**src/rtl/piso_serializer_if.sv**
```systemverilog
// Parallel-word valid/ready handshake into the serializer.
interface piso_serializer_if #(
    parameter int WIDTH = 8
);
    logic [WIDTH-1:0] in_data;
    logic             in_valid;
    logic             in_ready;

    modport master (output in_data, output in_valid, input in_ready);
    modport slave  (input in_data, input in_valid, output in_ready);
endinterface

```
**src/rtl/piso_serializer.sv**
```systemverilog
// Parallel-in serial-out stage feeding the downstream single-bit serial register.
// Optional trailing even-parity bit per frame when PISO_PARITY_EN is defined.
module piso_serializer #(
    parameter int WIDTH     = 8,
    parameter bit MSB_FIRST = 1'b1
) (
    input  logic                clk,
    input  logic                rst_,
    piso_serializer_if.slave    in_if,
    output logic                sout,
    output logic                sout_valid,
    output logic                sout_first,
    output logic                sout_last,
    output logic                busy
);
    localparam int CW = $clog2(WIDTH);
    localparam logic [CW-1:0] LAST   = CW'(WIDTH - 1);
    localparam logic [CW-1:0] PENULT = CW'(WIDTH - 2);

`ifdef PISO_PARITY_EN
    typedef enum logic [1:0] {IDLE = 2'd0, SHIFT = 2'd1, PAR = 2'd2} state_t;
`else
    typedef enum logic [0:0] {IDLE = 1'b0, SHIFT = 1'b1} state_t;
`endif

    state_t           r_state;
    logic [WIDTH-1:0] r_sh;
    logic [CW-1:0]    r_cnt;
    logic             r_par;
    logic             r_valid;
    logic             r_first;
    logic             r_last;
    logic             r_busy;
    logic             w_ready;
    logic             w_accept;
    logic             w_head;

    // r_last marks the frame's final bit, which is also the only mid-frame reload slot
    assign w_ready  = rst_ & ((r_state == IDLE) | r_last);
    assign w_accept = in_if.in_valid & w_ready;
    assign in_if.in_ready = w_ready;

    always_comb begin
        w_head = MSB_FIRST ? r_sh[WIDTH-1] : r_sh[0];
        sout   = (r_state == SHIFT) & w_head;
`ifdef PISO_PARITY_EN
        sout   = sout | ((r_state == PAR) & r_par);
`endif
    end

    assign sout_valid = r_valid;
    assign sout_first = r_first;
    assign sout_last  = r_last;
    assign busy       = r_busy;

    always_ff @(posedge clk or negedge rst_) begin
        if (!rst_) begin
            r_state <= IDLE;
            r_sh    <= '0;
            r_cnt   <= '0;
            r_par   <= 1'b0;
            r_valid <= 1'b0;
            r_first <= 1'b0;
            r_last  <= 1'b0;
            r_busy  <= 1'b0;
        end else if (w_accept) begin
            r_state <= SHIFT;
            r_sh    <= in_if.in_data;
            r_cnt   <= '0;
`ifdef PISO_PARITY_EN
            r_par   <= ^in_if.in_data;
`endif
            r_valid <= 1'b1;
            r_first <= 1'b1;
            r_last  <= 1'b0;
            r_busy  <= 1'b1;
        end else begin
            case (r_state)
                SHIFT: begin
                    if (r_cnt == LAST) begin
`ifdef PISO_PARITY_EN
                        r_state <= PAR;
                        r_first <= 1'b0;
                        r_last  <= 1'b1;
`else
                        r_state <= IDLE;
                        r_valid <= 1'b0;
                        r_first <= 1'b0;
                        r_last  <= 1'b0;
                        r_busy  <= 1'b0;
`endif
                    end else begin
                        r_sh    <= MSB_FIRST ? {r_sh[WIDTH-2:0], 1'b0} : {1'b0, r_sh[WIDTH-1:1]};
                        r_cnt   <= r_cnt + 1'b1;
                        r_first <= 1'b0;
`ifdef PISO_PARITY_EN
                        r_last  <= 1'b0;
`else
                        r_last  <= (r_cnt == PENULT);
`endif
                    end
                end
`ifdef PISO_PARITY_EN
                PAR: begin
                    r_state <= IDLE;
                    r_valid <= 1'b0;
                    r_first <= 1'b0;
                    r_last  <= 1'b0;
                    r_busy  <= 1'b0;
                end
`endif
                default: begin
                    r_valid <= 1'b0;
                    r_first <= 1'b0;
                    r_last  <= 1'b0;
                    r_busy  <= 1'b0;
                end
            endcase
        end
    end
endmodule

```
**src/flat_wrapper.sv**
```systemverilog
// flat-port wrapper written by rule: the top's interface ports become plain ports
module piso_serializer_flat 
#(
    parameter int WIDTH     = 8,
    parameter bit MSB_FIRST = 1'b1
)
  (clk, rst_, sout, sout_valid, sout_first, sout_last, busy, in_if_in_data, in_if_in_valid, in_if_in_ready);
  piso_serializer_if #(.WIDTH(WIDTH)) in_if_i ();
  input  logic clk;
  input  logic rst_;
  output logic sout;
  output logic sout_valid;
  output logic sout_first;
  output logic sout_last;
  output logic busy;
  input wire logic [$bits(in_if_i.in_data)-1:0] in_if_in_data;
  input wire logic [$bits(in_if_i.in_valid)-1:0] in_if_in_valid;
  output wire logic [$bits(in_if_i.in_ready)-1:0] in_if_in_ready;
  assign in_if_i.in_data = in_if_in_data;
  assign in_if_i.in_valid = in_if_in_valid;
  assign in_if_in_ready = in_if_i.in_ready;
  piso_serializer #(.WIDTH(WIDTH), .MSB_FIRST(MSB_FIRST)) u_core (.clk(clk), .rst_(rst_), .in_if(in_if_i), .sout(sout), .sout_valid(sout_valid), .sout_first(sout_first), .sout_last(sout_last), .busy(busy));
endmodule
```
**config.mk**
```make
export PLATFORM = sky130hd
export DESIGN_NAME = piso_serializer_flat
export DESIGN_NICKNAME = d
export VERILOG_FILES = /design/src/rtl/piso_serializer_if.sv /design/src/rtl/piso_serializer.sv /design/src/flat_wrapper.sv
export SDC_FILE = /design/constraint.sdc
export NUM_CORES = 1
export LEC_CHECK = 0
export CORE_AREA = 2 2 39 41
export CTS_CLUSTER_SIZE = 30
export DETAILED_ROUTE_END_ITERATION = 8
export DIE_AREA = 0 0 41 43
export DONT_BUFFER_PORTS = 1
export PLACE_DENSITY = 0.77
export SYNTH_ARGS = -nofsm -noshare
export SYNTH_HDL_FRONTEND = slang
export SYNTH_SLANG_ARGS = --single-unit
```
**constraint.sdc**
```tcl
create_clock -name clk -period 3.4 [get_ports clk]
set_clock_uncertainty 0.15 [all_clocks]
set_input_delay 1.02 -clock clk [delete_from_list [all_inputs] [get_ports clk]]
set_output_delay 1.02 -clock clk [all_outputs]
set_load 0.01 [all_outputs]
```
== Word level (Yosys, flattened, before mapping) ==
Cells that the tools add are included.
Word-level totals
  flip-flop bits (word level): 15
  input bits: 11
  output and inout port bits: 6
  word-level logic and storage cells: 34
Operators by class
  add/subtract/negate cells: 1
  equality and inequality tests: 4
  multiplexer cells: 16
  bitwise operators: 5
  reductions and logical operators: 2
Operators with widths (count)
  $mux W8: 3
  $mux W1: 10
  $mux W3: 3
  $eq A3 B3 Y1 const B: 2
  $add A3 B1 Y3 const B: 1
  $and A1 B1 Y1: 3
  $ne A3 B3 Y1 const B: 1
  $ne A2 B1 Y1 const B: 1
  $reduce_and A2 Y1: 1
  $reduce_bool A2 Y1: 1
  $not A1 Y1: 1
  $or A1 B1 Y1: 1

== Longest topological paths before layout ==
  depth after elaboration: 6
  depth in mapped cells: 6

== Worst setup path after synthesis ==
No wires, ideal clock.
  path type: input to output
  start point: input port rst_
  end point: output port in_if_in_ready
  arrival time: 1.161 ns
  required time: 2.230 ns
  setup slack: 1.069 ns
  stages on the path: 1
  path buffers: 0
  cells stage by stage: o21a_1
On the way
  cells in the longest elaborated chain, start to end: 1
RTL lines
  from (decl): line flat_wrapper.sv:10  | input logic rst_;
  $and A1 B1 Y1: line piso_serializer.sv:39  | assign w_ready = rst_ & ((r_state == IDLE) | r_last);
  to (decl): line flat_wrapper.sv:18  | output wire logic [$bits(in_if_i.in_ready)-1:0] in_if_in_ready;
No other way between the ends.

== Worst setup path in the final report ==
Ends and elaborated chain as after synthesis.

==> out/summary.txt <==
Status: completed
Data arrival, critical path: 1.17 ns
Setup TNS Final: 0 ns
Slew at the pin closest to its max-slew limit: 0.8999 ns
GP Congestion: 0.6577
Met1 wire length: 534 um
List of most frequent post-synthesis cells: dfrtp_1 (15), mux2_4 (9), nand2_1 (9)
Clock Path Buffers: 2
Main combinational cell family by area after synthesis: multiplexers
Levels on crit path: 1
First-pass GRT wire length: 1842 um
Worst hold-check path type: in2async
R2R depth: 5
Fraction of layout cells with a size suffix above 1: 32.26%
# resized after CTS: 0
Clock sinks: 15
Fin. max-slew vios: 0
Syn avg cell area: 12.72 um^2
Die Wd: 41 um
Hold Violations, Final: 0
Synth Area in Adders: 4.839%
GR Util All Layers: 16.43%
Wire length per cell: 14.56 um
CTS tree: done
Slew headroom: 39.75%
Die area: 1763 um^2
Net Sw Frac: 32.84%
Most used DFF post-synth: dfrtp_1
Most frequent cell after synthesis: dfrtp_1
EDFF count, synth: 0
Largest net degree at the start of global routing: 18
PortBufs: 0
Post-DR vias/cell: 5.538
Total nets after synthesis: 75
PwrDens: 878.8 nW/um^2
Dpl cells: 74
CP Cell Sequence: o21a_1
Antenna violations before repair: 0
Core area: 1384 um^2
Top Layer Used: met4
Synth Area in Compound Gates: 3.871%
Final nets: 77
Worst Path Required: 2.23 ns
Worst Path Buf+Inv: 0
CP delay by family, top: compound AO/OA/AOI/OAI gates
Slowest CP cell: o21a_1
P&R area growth vs syn: 1.774%
R2r startpoint: u_core.r_cnt[0]
Max-cap check violation count: 0
Yosys cell types: 17
Grt ovf: 0
Multiplexer share of the synthesized area: 25.97%
Post-Route WL: 1136 um
Skew-Pair Late Insertion Delay: 0.29 ns
Die Span Y: 43 um
Routed wl met2: 500 um
# diodes: 0
Ranking of synthesized cells by area: dfrtp_1 (48%), mux2_4 (17%), mux2_2 (7.3%)
H-tree levels: 1
Worst setup SP type: primary input
Largest fanout on the critical path: 17
Leak pwr: 0.0004333 uW
Flops & latches, synth: 15
Mapped Area: 775.7 um^2
Yosys top cell area share: 48.39%
Seq/Total Area, Yosys: 48.39%
Crit path largest cell delay: 0.15 ns
Area share of and/or/nand/nor cells after synthesis: 9.677%
Kind of critical path: in2out
Placed Area: 762.0 um^2
Vias in the first global route: 435
Clk pwr share: 14.9%
Syn. warnings: 0
Internal Dissipation: 465.9 uW
Met3 routed wirelength: 70 um
Crit share post-route: 68.82%
Synth Instances: 61
Clk root buf: clkbuf_4
Non-Filler Instances: 78
# rows: 14
DRT iter0 DRCs: 1
FFs w/ async S/R, synth: 100.0%
TritonCTS Buffers: 3
Setup crit start: rst_
DRC errors left: 0
Share of total power in combinational logic: 42.4%
Cell area after layout: 789.5 um^2
Synth area leader: dfrtp_1
Post-synthesis xor/xnor area fraction: 0%
Dpl hpwl: 819.6 um
Peak VDD IR: 0.3508 mV
Number of iterations in the first detailed-routing pass: 4
Crit. End Element: output port
CTS Hold Bufs: 0
# IOs: 17
Via count: 432
Postcts setup bufs: 0
Final Setup Violations: 0
Initial Util: 56.06%
Clock slew at reported path FFs: 0.09 ns
Sw Pwr: 227.9 uW
Min Tclk post-route: 2.340 ns
Fmax: 427.3 MHz
RSZ-0062 raised after global routing: false
Sequential power share: 42.7%
Final ANT Viol Nets: 0
[through the flow]
stage	hold WS (ns)	util [%]	setup WS, ns	total power (uW)
2_1_floorplan	0.3491	-	1.069	583.4
3_3_place_gp	0.3664	55.06	1.059	582.8
3_5_place_dp	0.3729	55.06	1.060	594.2
4_1_cts	0.2618	57.05	1.057	697.1
5_1_grt	0.2469	57.05	1.051	747.5
6_report	0.2636	57.05	1.060	693.8
[kinds of logic (layout without fill, tap and decap cells)]
logic type	after synthesis	count (layout)
AO/OA/AOI/OAI	5	5
adder cells (fa/ha/maj)	3	3
buffers and inverters	8	9
flip-flops	15	15
multiplexers	15	15
AND/OR/NAND/NOR	15	15
[final timing paths]
check | end | slack (ns)
worst min-delay path | u_core.sout_first | 0.26
max in group asynchronous | u_core.r_sh[4] | 2.76
worst max-delay path | in_if_in_ready | 1.06
min in group clk | u_core.r_sh[0] | 0.38
worst max register to register | u_core.r_sh[4] | 1.35
worst min register to register | u_core.r_sh[0] | 0.38
[power by group through the flow]
stage	Combinational (uW)	Clock (uW)	Sequential [uW]
6_report	294	104	296
5_1_grt	329	111	308
4_1_cts	297	103	297
3_5_place_dp	293	0	301
3_3_place_gp	285	0	298
2_1_floorplan	298	0	285
[sequential cells by signal (all words and copies together) (netlist names)]
register,flops
u_core.sout_first,1
u_core.sout_valid,1
u_core.r_cnt,3
u_core.sout_last,1
u_core.r_state,1
u_core.r_sh,8
[layout by cell type (no fill, tap or decap), drive strengths merged]
master and count:
dfrtp 15, nand2b 2, and2 1, nor2b 1, o211ai 1, nor2 1
clkbuf 3, mux2 14, inv 4, buf 1, mux2i 1, o21a 1
ha 3, nand3 1, clkinv 1, nand2 9, a21oi 3
[cell type report]
type | instances | area, um^2
clock buffer | 3 | 22.52
clock inverter | 1 | 5.005
fill | 109 | 594.3
inverter | 4 | 15.01
multi-input combinational | 38 | 344.1
sequential | 15 | 375.4
tap | 16 | 20.02
timing repair buffer | 1 | 7.507
[metal layers]
layer	global-route usage, %	vias up
li1	-	202
met1	22.37	208
met2	21.25	18
met3	4.712	4
met4	12.00	0
met5	0	-
Note: power is estimated with default switching activity, not from simulation.
